**src/rtl/mem_port_arbiter.sv**
```systemverilog
`timescale 1ns/1ps
// Arbiter sharing one fixed-latency synchronous RAM between the instruction-fetch
// port and the data-memory port, with req/ack handshakes and a pipeline stall.
module mem_port_arbiter #(
    parameter int unsigned LATENCY = 2
) (
    input  logic        clk,
    input  logic        rst,
    input  logic        if_req,
    input  logic [31:0] if_addr,
    output logic [31:0] if_rdata,
    output logic        if_ack,
    input  logic        dm_req,
    input  logic        dm_we,
    input  logic [31:0] dm_addr,
    input  logic [31:0] dm_wdata,
    output logic [31:0] dm_rdata,
    output logic        dm_ack,
    output logic        stall,
    output logic        ram_en,
    output logic        ram_we,
    output logic [31:0] ram_addr,
    output logic [31:0] ram_wdata,
    input  logic [31:0] ram_rdata
);

    typedef enum logic [1:0] {
        ST_IDLE  = 2'd0,
        ST_ISSUE = 2'd1,
        ST_WAIT  = 2'd2,
        ST_DONE  = 2'd3
    } state_t;

    localparam logic [3:0] LAT_LOAD = 4'(LATENCY);

    state_t      r_state;
    logic [3:0]  r_cnt;
    logic        r_last_dm;
    logic        r_gnt_dm;
    logic        r_we;
    logic        r_if_ack;
    logic        r_dm_ack;
    logic [31:0] r_if_rdata;
    logic [31:0] r_dm_rdata;
    logic        r_ram_en;
    logic        r_ram_we;
    logic [31:0] r_ram_addr;
    logic [31:0] r_ram_wdata;
    logic        w_pick_dm;

    // Grant selection: a lone requester wins; on a tie the port not served last wins.
    always_comb begin
        w_pick_dm = 1'b0;
        if (dm_req && (!if_req || !r_last_dm)) begin
            w_pick_dm = 1'b1;
        end else begin
            w_pick_dm = 1'b0;
        end
    end

    // Access sequencer: grant, issue strobe, latency countdown, one-cycle ack.
    always_ff @(posedge clk or posedge rst) begin
        if (rst) begin
            r_state     <= ST_IDLE;
            r_cnt       <= 4'd0;
            r_last_dm   <= 1'b0;
            r_gnt_dm    <= 1'b0;
            r_we        <= 1'b0;
            r_if_ack    <= 1'b0;
            r_dm_ack    <= 1'b0;
            r_if_rdata  <= 32'h0000_0000;
            r_dm_rdata  <= 32'h0000_0000;
            r_ram_en    <= 1'b0;
            r_ram_we    <= 1'b0;
            r_ram_addr  <= 32'h0000_0000;
            r_ram_wdata <= 32'h0000_0000;
        end else begin
            case (r_state)
                ST_IDLE: begin
                    if (if_req || dm_req) begin
                        r_gnt_dm   <= w_pick_dm;
                        r_last_dm  <= w_pick_dm;
                        r_we       <= w_pick_dm & dm_we;
                        r_ram_en   <= 1'b1;
                        r_ram_we   <= w_pick_dm & dm_we;
                        r_ram_addr <= w_pick_dm ? dm_addr : if_addr;
                        // Instruction fetches never write, so the write-data register keeps its value.
                        if (w_pick_dm) begin
                            r_ram_wdata <= dm_wdata;
                        end else begin
                            r_ram_wdata <= r_ram_wdata;
                        end
                        r_state <= ST_ISSUE;
                    end else begin
                        r_state <= ST_IDLE;
                    end
                end
                ST_ISSUE: begin
                    r_ram_en <= 1'b0;
                    r_ram_we <= 1'b0;
                    r_cnt    <= LAT_LOAD;
                    r_state  <= ST_WAIT;
                end
                ST_WAIT: begin
                    if (r_cnt <= 4'd1) begin
                        if (!r_we) begin
                            if (r_gnt_dm) begin
                                r_dm_rdata <= ram_rdata;
                            end else begin
                                r_if_rdata <= ram_rdata;
                            end
                        end else begin
                            r_if_rdata <= r_if_rdata;
                        end
                        r_cnt    <= 4'd0;
                        r_if_ack <= ~r_gnt_dm;
                        r_dm_ack <= r_gnt_dm;
                        r_state  <= ST_DONE;
                    end else begin
                        r_cnt   <= r_cnt - 4'd1;
                        r_state <= ST_WAIT;
                    end
                end
                ST_DONE: begin
                    r_if_ack <= 1'b0;
                    r_dm_ack <= 1'b0;
                    r_state  <= ST_IDLE;
                end
                default: begin
                    r_if_ack <= 1'b0;
                    r_dm_ack <= 1'b0;
                    r_ram_en <= 1'b0;
                    r_ram_we <= 1'b0;
                    r_cnt    <= 4'd0;
                    r_state  <= ST_IDLE;
                end
            endcase
        end
    end

    assign if_ack    = r_if_ack;
    assign dm_ack    = r_dm_ack;
    assign if_rdata  = r_if_rdata;
    assign dm_rdata  = r_dm_rdata;
    assign ram_en    = r_ram_en;
    assign ram_we    = r_ram_we;
    assign ram_addr  = r_ram_addr;
    assign ram_wdata = r_ram_wdata;
    // Stall drops in the ack cycle itself so the pipeline advances with the data.
    assign stall     = (if_req & ~r_if_ack) | (dm_req & ~r_dm_ack);

endmodule

```
**config.mk**
```make
export PLATFORM = sky130hd
export DESIGN_NAME = mem_port_arbiter
export DESIGN_NICKNAME = d
export VERILOG_FILES = /design/src/rtl/mem_port_arbiter.sv
export SDC_FILE = /design/constraint.sdc
export NUM_CORES = 1
export LEC_CHECK = 0
export BUFFER_PORTS_ARGS = -buffer_cell sky130_fd_sc_hd__buf_2
export CELL_PAD_IN_SITES_DETAIL_PLACEMENT = 0
export CELL_PAD_IN_SITES_GLOBAL_PLACEMENT = 1
export CORE_MARGIN = 5
export CORE_UTILIZATION = 33
export CTS_CLUSTER_DIAMETER = 100
export DETAILED_ROUTE_END_ITERATION = 6
export GPL_TIMING_DRIVEN = 0
export PLACE_DENSITY = 0.79
export SETUP_SLACK_MARGIN = 0.1
export SLEW_MARGIN = 20
export SYNTH_ARGS = -nofsm -noshare
export SYNTH_HDL_FRONTEND = slang
export SYNTH_SLANG_ARGS = --single-unit
```
**constraint.sdc**
```tcl
create_clock -name clk -period 4.63 [get_ports clk]
set_input_delay 0.6945 -clock clk [delete_from_list [all_inputs] [get_ports clk]]
set_output_delay 0.6945 -clock clk [all_outputs]
set_load 0.02 [all_outputs]
```
; Word-level counts from Yosys, hierarchy flattened
; Cells that the tools add are included.
[totals]
input_bits = 133
ff_bits = 140
out_inout_bits = 133
[op_classes]
muxes = 15
reduce_logical = 15
n_addsub = 1
magnitude_cmp = 1
bitwise_logic = 8
eq_ne = 5
[ops]
columns = cell, n
row1 = 32-bit two-way mux, 1
row2 = 1-bit one-hot mux with 2 select lines, 4
row3 = 2-bit one-hot mux with 4 select lines, 1
row4 = 4-bit one-hot mux with 2 select lines, 1
row5 = 4-bit AND reduction, 2
row6 = 1-bit two-way mux, 7
row7 = 2-bit AND reduction, 3
row8 = 2-bit nonzero test, 3
row9 = 2-bit equality test (second input constant), 2
row10 = 4-bit by 1-bit less-or-equal comparator with 1-bit output (second input constant), 1
row11 = 4-bit two-way mux, 1
row12 = 2-bit != test (second input constant), 2
row13 = 1-bit NOT, 4
row14 = 4-bit by 1-bit subtractor with 4-bit output (second input constant), 1
row15 = 1-bit bitwise AND, 3
row16 = 3-bit AND reduction, 1
row17 = 2-bit by 1-bit equality test with 1-bit output (second input constant), 1
row18 = 1-bit logical NOT, 2
row19 = 2-bit logical NOT, 1
row20 = 1-bit logical OR, 2
row21 = 1-bit logical AND, 1
row22 = 1-bit bitwise OR, 1

; Longest topological paths before layout
[logic_depth]
depth_word = 7
ltp_mapped = 8
ltp_nobuf = 5

; Worst setup path after synthesis
; Ideal clock, no wire load.
[synth_path]
path_type = register -> register
from = reg r_state[0]
to = reg r_dm_rdata[0], in the netlist dm_rdata[0]
period_less_slack_ns = 2.041
path_buffers = 3
t_required_ns = 4.505
path_stages_with_launch = 9
setup_time_ns = 0.125
slack_ns = 2.589
arrival_ns = 1.916
cell_sequence = dfrtp_1 > inv_1 > ha_1 > buf_2 > nand2b_1 > or4b_4 > buf_6 > buf_12 > mux2_4
[synth_via]
elab_chain_len = 2
[synth_rtl]
columns = item, line
row1 = "start, declared", 36  ; state_t r_state;
row2 = "start signal, assigned", 64  ; r_state <= ST_IDLE;
row3 = "start signal, assigned", 93  ; r_state <= ST_ISSUE;
row4 = "start signal, assigned", 95  ; r_state <= ST_IDLE;
row5 = 2-bit equality test, 78  ; case (r_state)
row6 = 4-bit AND reduction (no line), -
row7 = "end signal, assigned", 108  ; r_dm_rdata <= ram_rdata;
row8 = "end, declared", 44  ; logic [31:0] r_dm_rdata;
; Every way passes these cells.
; A chain may end at the register's enable or synchronous reset.

; Worst setup path after layout
[layout_path]
from = reg r_state[0]
to = reg r_dm_rdata[12], in the netlist dm_rdata[12]
; The elaborated chain is that of the path after synthesis.

==> results.yml <==
worst_hold_path:
  min_path_type: "in2async"
layout:
  multi_input_area_mm2: 0.00225
  diodes: 0
  synthToLayoutAreaGrowth_pct: 38.0
  nFillCells: 1700
  utilization_pct: 46.0
  fin_area_mm2: 0.00823
  nNetsFinal: 874
  fin_cells: 976
  drive_gt1_share_pct: 54.8
  seqCellArea_mm2: 0.00350
global_routing:
  grt_antenna_before_repair: 1
  groute.usage.overall_pct: 15.1
  grt_pass1_vias: 4678
  grt_max_degree: 74
  grt_pass1_wl_mm: 24.8
  grt_overflow: 0
placement:
  place_inst: 944
  portBuffers: 264
  pre_cts_ws_ns: 2.19
  gp_congestion: 0.780
  placed_cell_area_mm2: 0.00761
  post-dp-hpwl_mm: 12.0
critical_path:
  reg2reg_from: "r_state[0]$_DFF_PP0_"
  worstSetupPathType: "reg2reg"
  startpoint: "r_state[0]$_DFF_PP0_"
  r2r-end: "dm_rdata[12]$_DFFE_PP0P_"
  end_kind: "register"
  path_max_fanout: 10
  critical_path_required_ns: 4.91
  crit_arrival_ns: 2.51
  reg2reg_depth: 8
  rrSetupSlack_ns: 2.40
  start_kind: "register"
  critPathCapture: "dm_rdata[12]$_DFFE_PP0P_"
drt:
  wl_mm: 16.0
  drt-vias-per-instance: 4.58
  drc_errors: 0
  dr.pass1.iters: 4
  drtAntennaViolNets: 0
  drt_iter0_drc: 114
  vias: 4469
  wire_per_inst_um: 16.4
power_and_ir_drop:
  comb_power_share_pct: 44.4
  power_density_mw_per_mm2: 787
  p_total_mw: 6.48
  vdd_drop_max_v: 0.000359
  pwr-share-clk_pct: 22.1
  p_leak_nw: 4.21
  seqPwrFrac_pct: 33.5
  p_int_mw: 3.96
  netSwitchingFraction_pct: 38.9
  switching_power_mw: 2.52
sta:
  layout_worst_path_cycle_share_pct: 48.1
  slew_viol_final: 0
  worst_pin_slew_ns: 0.621
  skew_ns: 0.00999
  rsz0062_at_grt: "no"
  fin_hold_ws_ns: 0.313
  fmax_mhz: 449
  tns_ns: 0
  setup_ws_ns: 2.40
  slew_headroom_pct: 58.3
  finalHoldViolCount: 0
  finalSetupViolCount: 0
  fin_crit_ns: 2.23
synthesis:
  synth.top_cell.area_share_pct: 58.7
  syn-num-nets: 590
  yosysTopAreaCell: "dfrtp_1"
  syn_area_per_cell_um2: 13.3
  synthesis.area_mm2: 0.00596
  synthTopCellsByCount: "140 x dfrtp_1, 64 x a21oi_1, 60 x mux2_4, 40 x nand2_1"
  synthCells: 450
  synth-async-reset-ratio_pct: 100
  yosys_most_used_dff: "dfrtp_1"
  synth_edf_count: 0
  yosysWarningCount: 0
  ys_ff_latch: 140
  synth_most_common_cell: "dfrtp_1"
  ys_types: 35
  yosysSeqAreaShare_pct: 58.7
  synth_area_leaders: "dfrtp_1 59%, mux2_4 15%, mux2_2 6.8%"
clocking:
  post_cts_buffers: 0
  cts_resized: 0
  clk_pin_slew_ns: 0.06
  cts_made_buffers: 17
  cts_tree: "yes"
  clock_sinks: 140
  cts_htree_levels: 4
  cts_root_buf: "clkbuf_16"
  cts_hold_buffers: 0
  clock_path_buffers: 2
  clock_latency_ns: 0.41
floorplanning:
  num_rows: 49
  die_width_um: 144
  dieArea_mm2: 0.0209
  coreArea_mm2: 0.0179
  io_pins: 266
  start_util_pct: 33.3
  die-height_um: 144
flow_run:
  maxCapViolCount: 0
status:
  run_status: "finished clean"
-- power groups by stage --
stage	registers, mW	clock network [mW]	logic, mW
global route	2.25	1.53	3.10
finish	2.17	1.43	2.87
detailed placement	2.19	0	2.92
floorplan	2.90	0	1.21
CTS	2.18	1.47	2.92
global placement	2.17	0	2.89
-- placed cells by master, fill, tap and decap left out, types with 2 or more instances in the layout --
| master | synthesis | final |
|---|---|---|
| a21oi_1 | 64 | 64 |
| clkbuf_1 | 12 | 12 |
| nor2_1 | 36 | 36 |
| mux2_2 | 36 | 36 |
| mux2_4 | 60 | 60 |
| nand2b_1 | 2 | 2 |
| dfrtp_1 | 140 | 140 |
| buf_12 | 3 | 3 |
| buf_1 | 3 | 3 |
| clkbuf_16 | 0 | 17 |
| inv_6 | 0 | 4 |
| clkinvlp_4 | 0 | 4 |
| o2bb2ai_1 | 2 | 2 |
| nand2_1 | 40 | 40 |
| buf_2 | 3 | 267 |
| nand3_1 | 2 | 2 |
| o21ai_0 | 5 | 5 |
| inv_1 | 9 | 8 |
| ha_1 | 7 | 7 |
| o211ai_1 | 4 | 4 |
| bufinv_16 | 0 | 3 |
| o22ai_1 | 2 | 2 |
| inv_8 | 0 | 3 |
| buf_6 | 4 | 4 |
-- metal layers --
layer | part of all wire, % | GRT usage (%)
met4 | 1.1 | 3.83
met3 | 9.7 | 5.22
met5 | 0.081 | 0
met1 | 43 | 19.4
met2 | 46 | 24.5
-- cells by family (layout without fill, tap and decap cells) --
logic type,Yosys count,after routing,share of synthesized area (%)
DFF,140,140,58.7
muxes,97,97,22.1
AOI/OAI and AO/OA,86,86,8.18
and+or+nand+nor,86,86,6.00
buffers and inverters,34,331,3.52
adders and majority gates,7,7,1.47
-- worst min path at each step --
stage | start | to | slack (ns) | cells past startpoint
6_report | rst | ram_wdata[1]$_DFFE_PP0P_ | 0.31 | 2
5_1_grt | rst | ram_wdata[1]$_DFFE_PP0P_ | 0.35 | 2
4_1_cts | rst | ram_wdata[1]$_DFFE_PP0P_ | 0.34 | 2
3_5_place_dp | ram_wdata[24]$_DFFE_PP0P_ | ram_wdata[24]$_DFFE_PP0P_ | 0.49 | 1
3_3_place_gp | ram_wdata[8]$_DFFE_PP0P_ | ram_wdata[8]$_DFFE_PP0P_ | 0.48 | 1
2_1_floorplan | r_we$_DFFE_PP0P_ | r_we$_DFFE_PP0P_ | 0.46 | 2
-- worst max-delay path: stages (launching register included) --
cell and delay (ns):
dfrtp_1 0.41, inv_1 0.11, ha_1 0.15, buf_2 0.19, nand2b_1 0.14, or4b_4 0.50, buf_6 0.16, buf_12 0.15
mux2_4 0.30
-- state kept, by name, summed over array words and instances, names as in the netlist --
name       cells
dm_ack         1
dm_rdata      32
if_ack         1
if_rdata      32
r_cnt          4
r_gnt_dm       1
r_state        2
r_we           1
ram_addr      32
ram_en         1
ram_wdata     32
ram_we         1
-- layout make-up --
cell class,instances,area share [%]
clock buffers,18,5.34
repair buffers,265,16.4
multi-input cells,276,27.3
flip-flops and latches,140,42.6
clock inverters,14,2.22
plain buffers,25,2.14
well taps,229,3.48
inverters,9,0.502
Power figures use the tool's default switching activity.
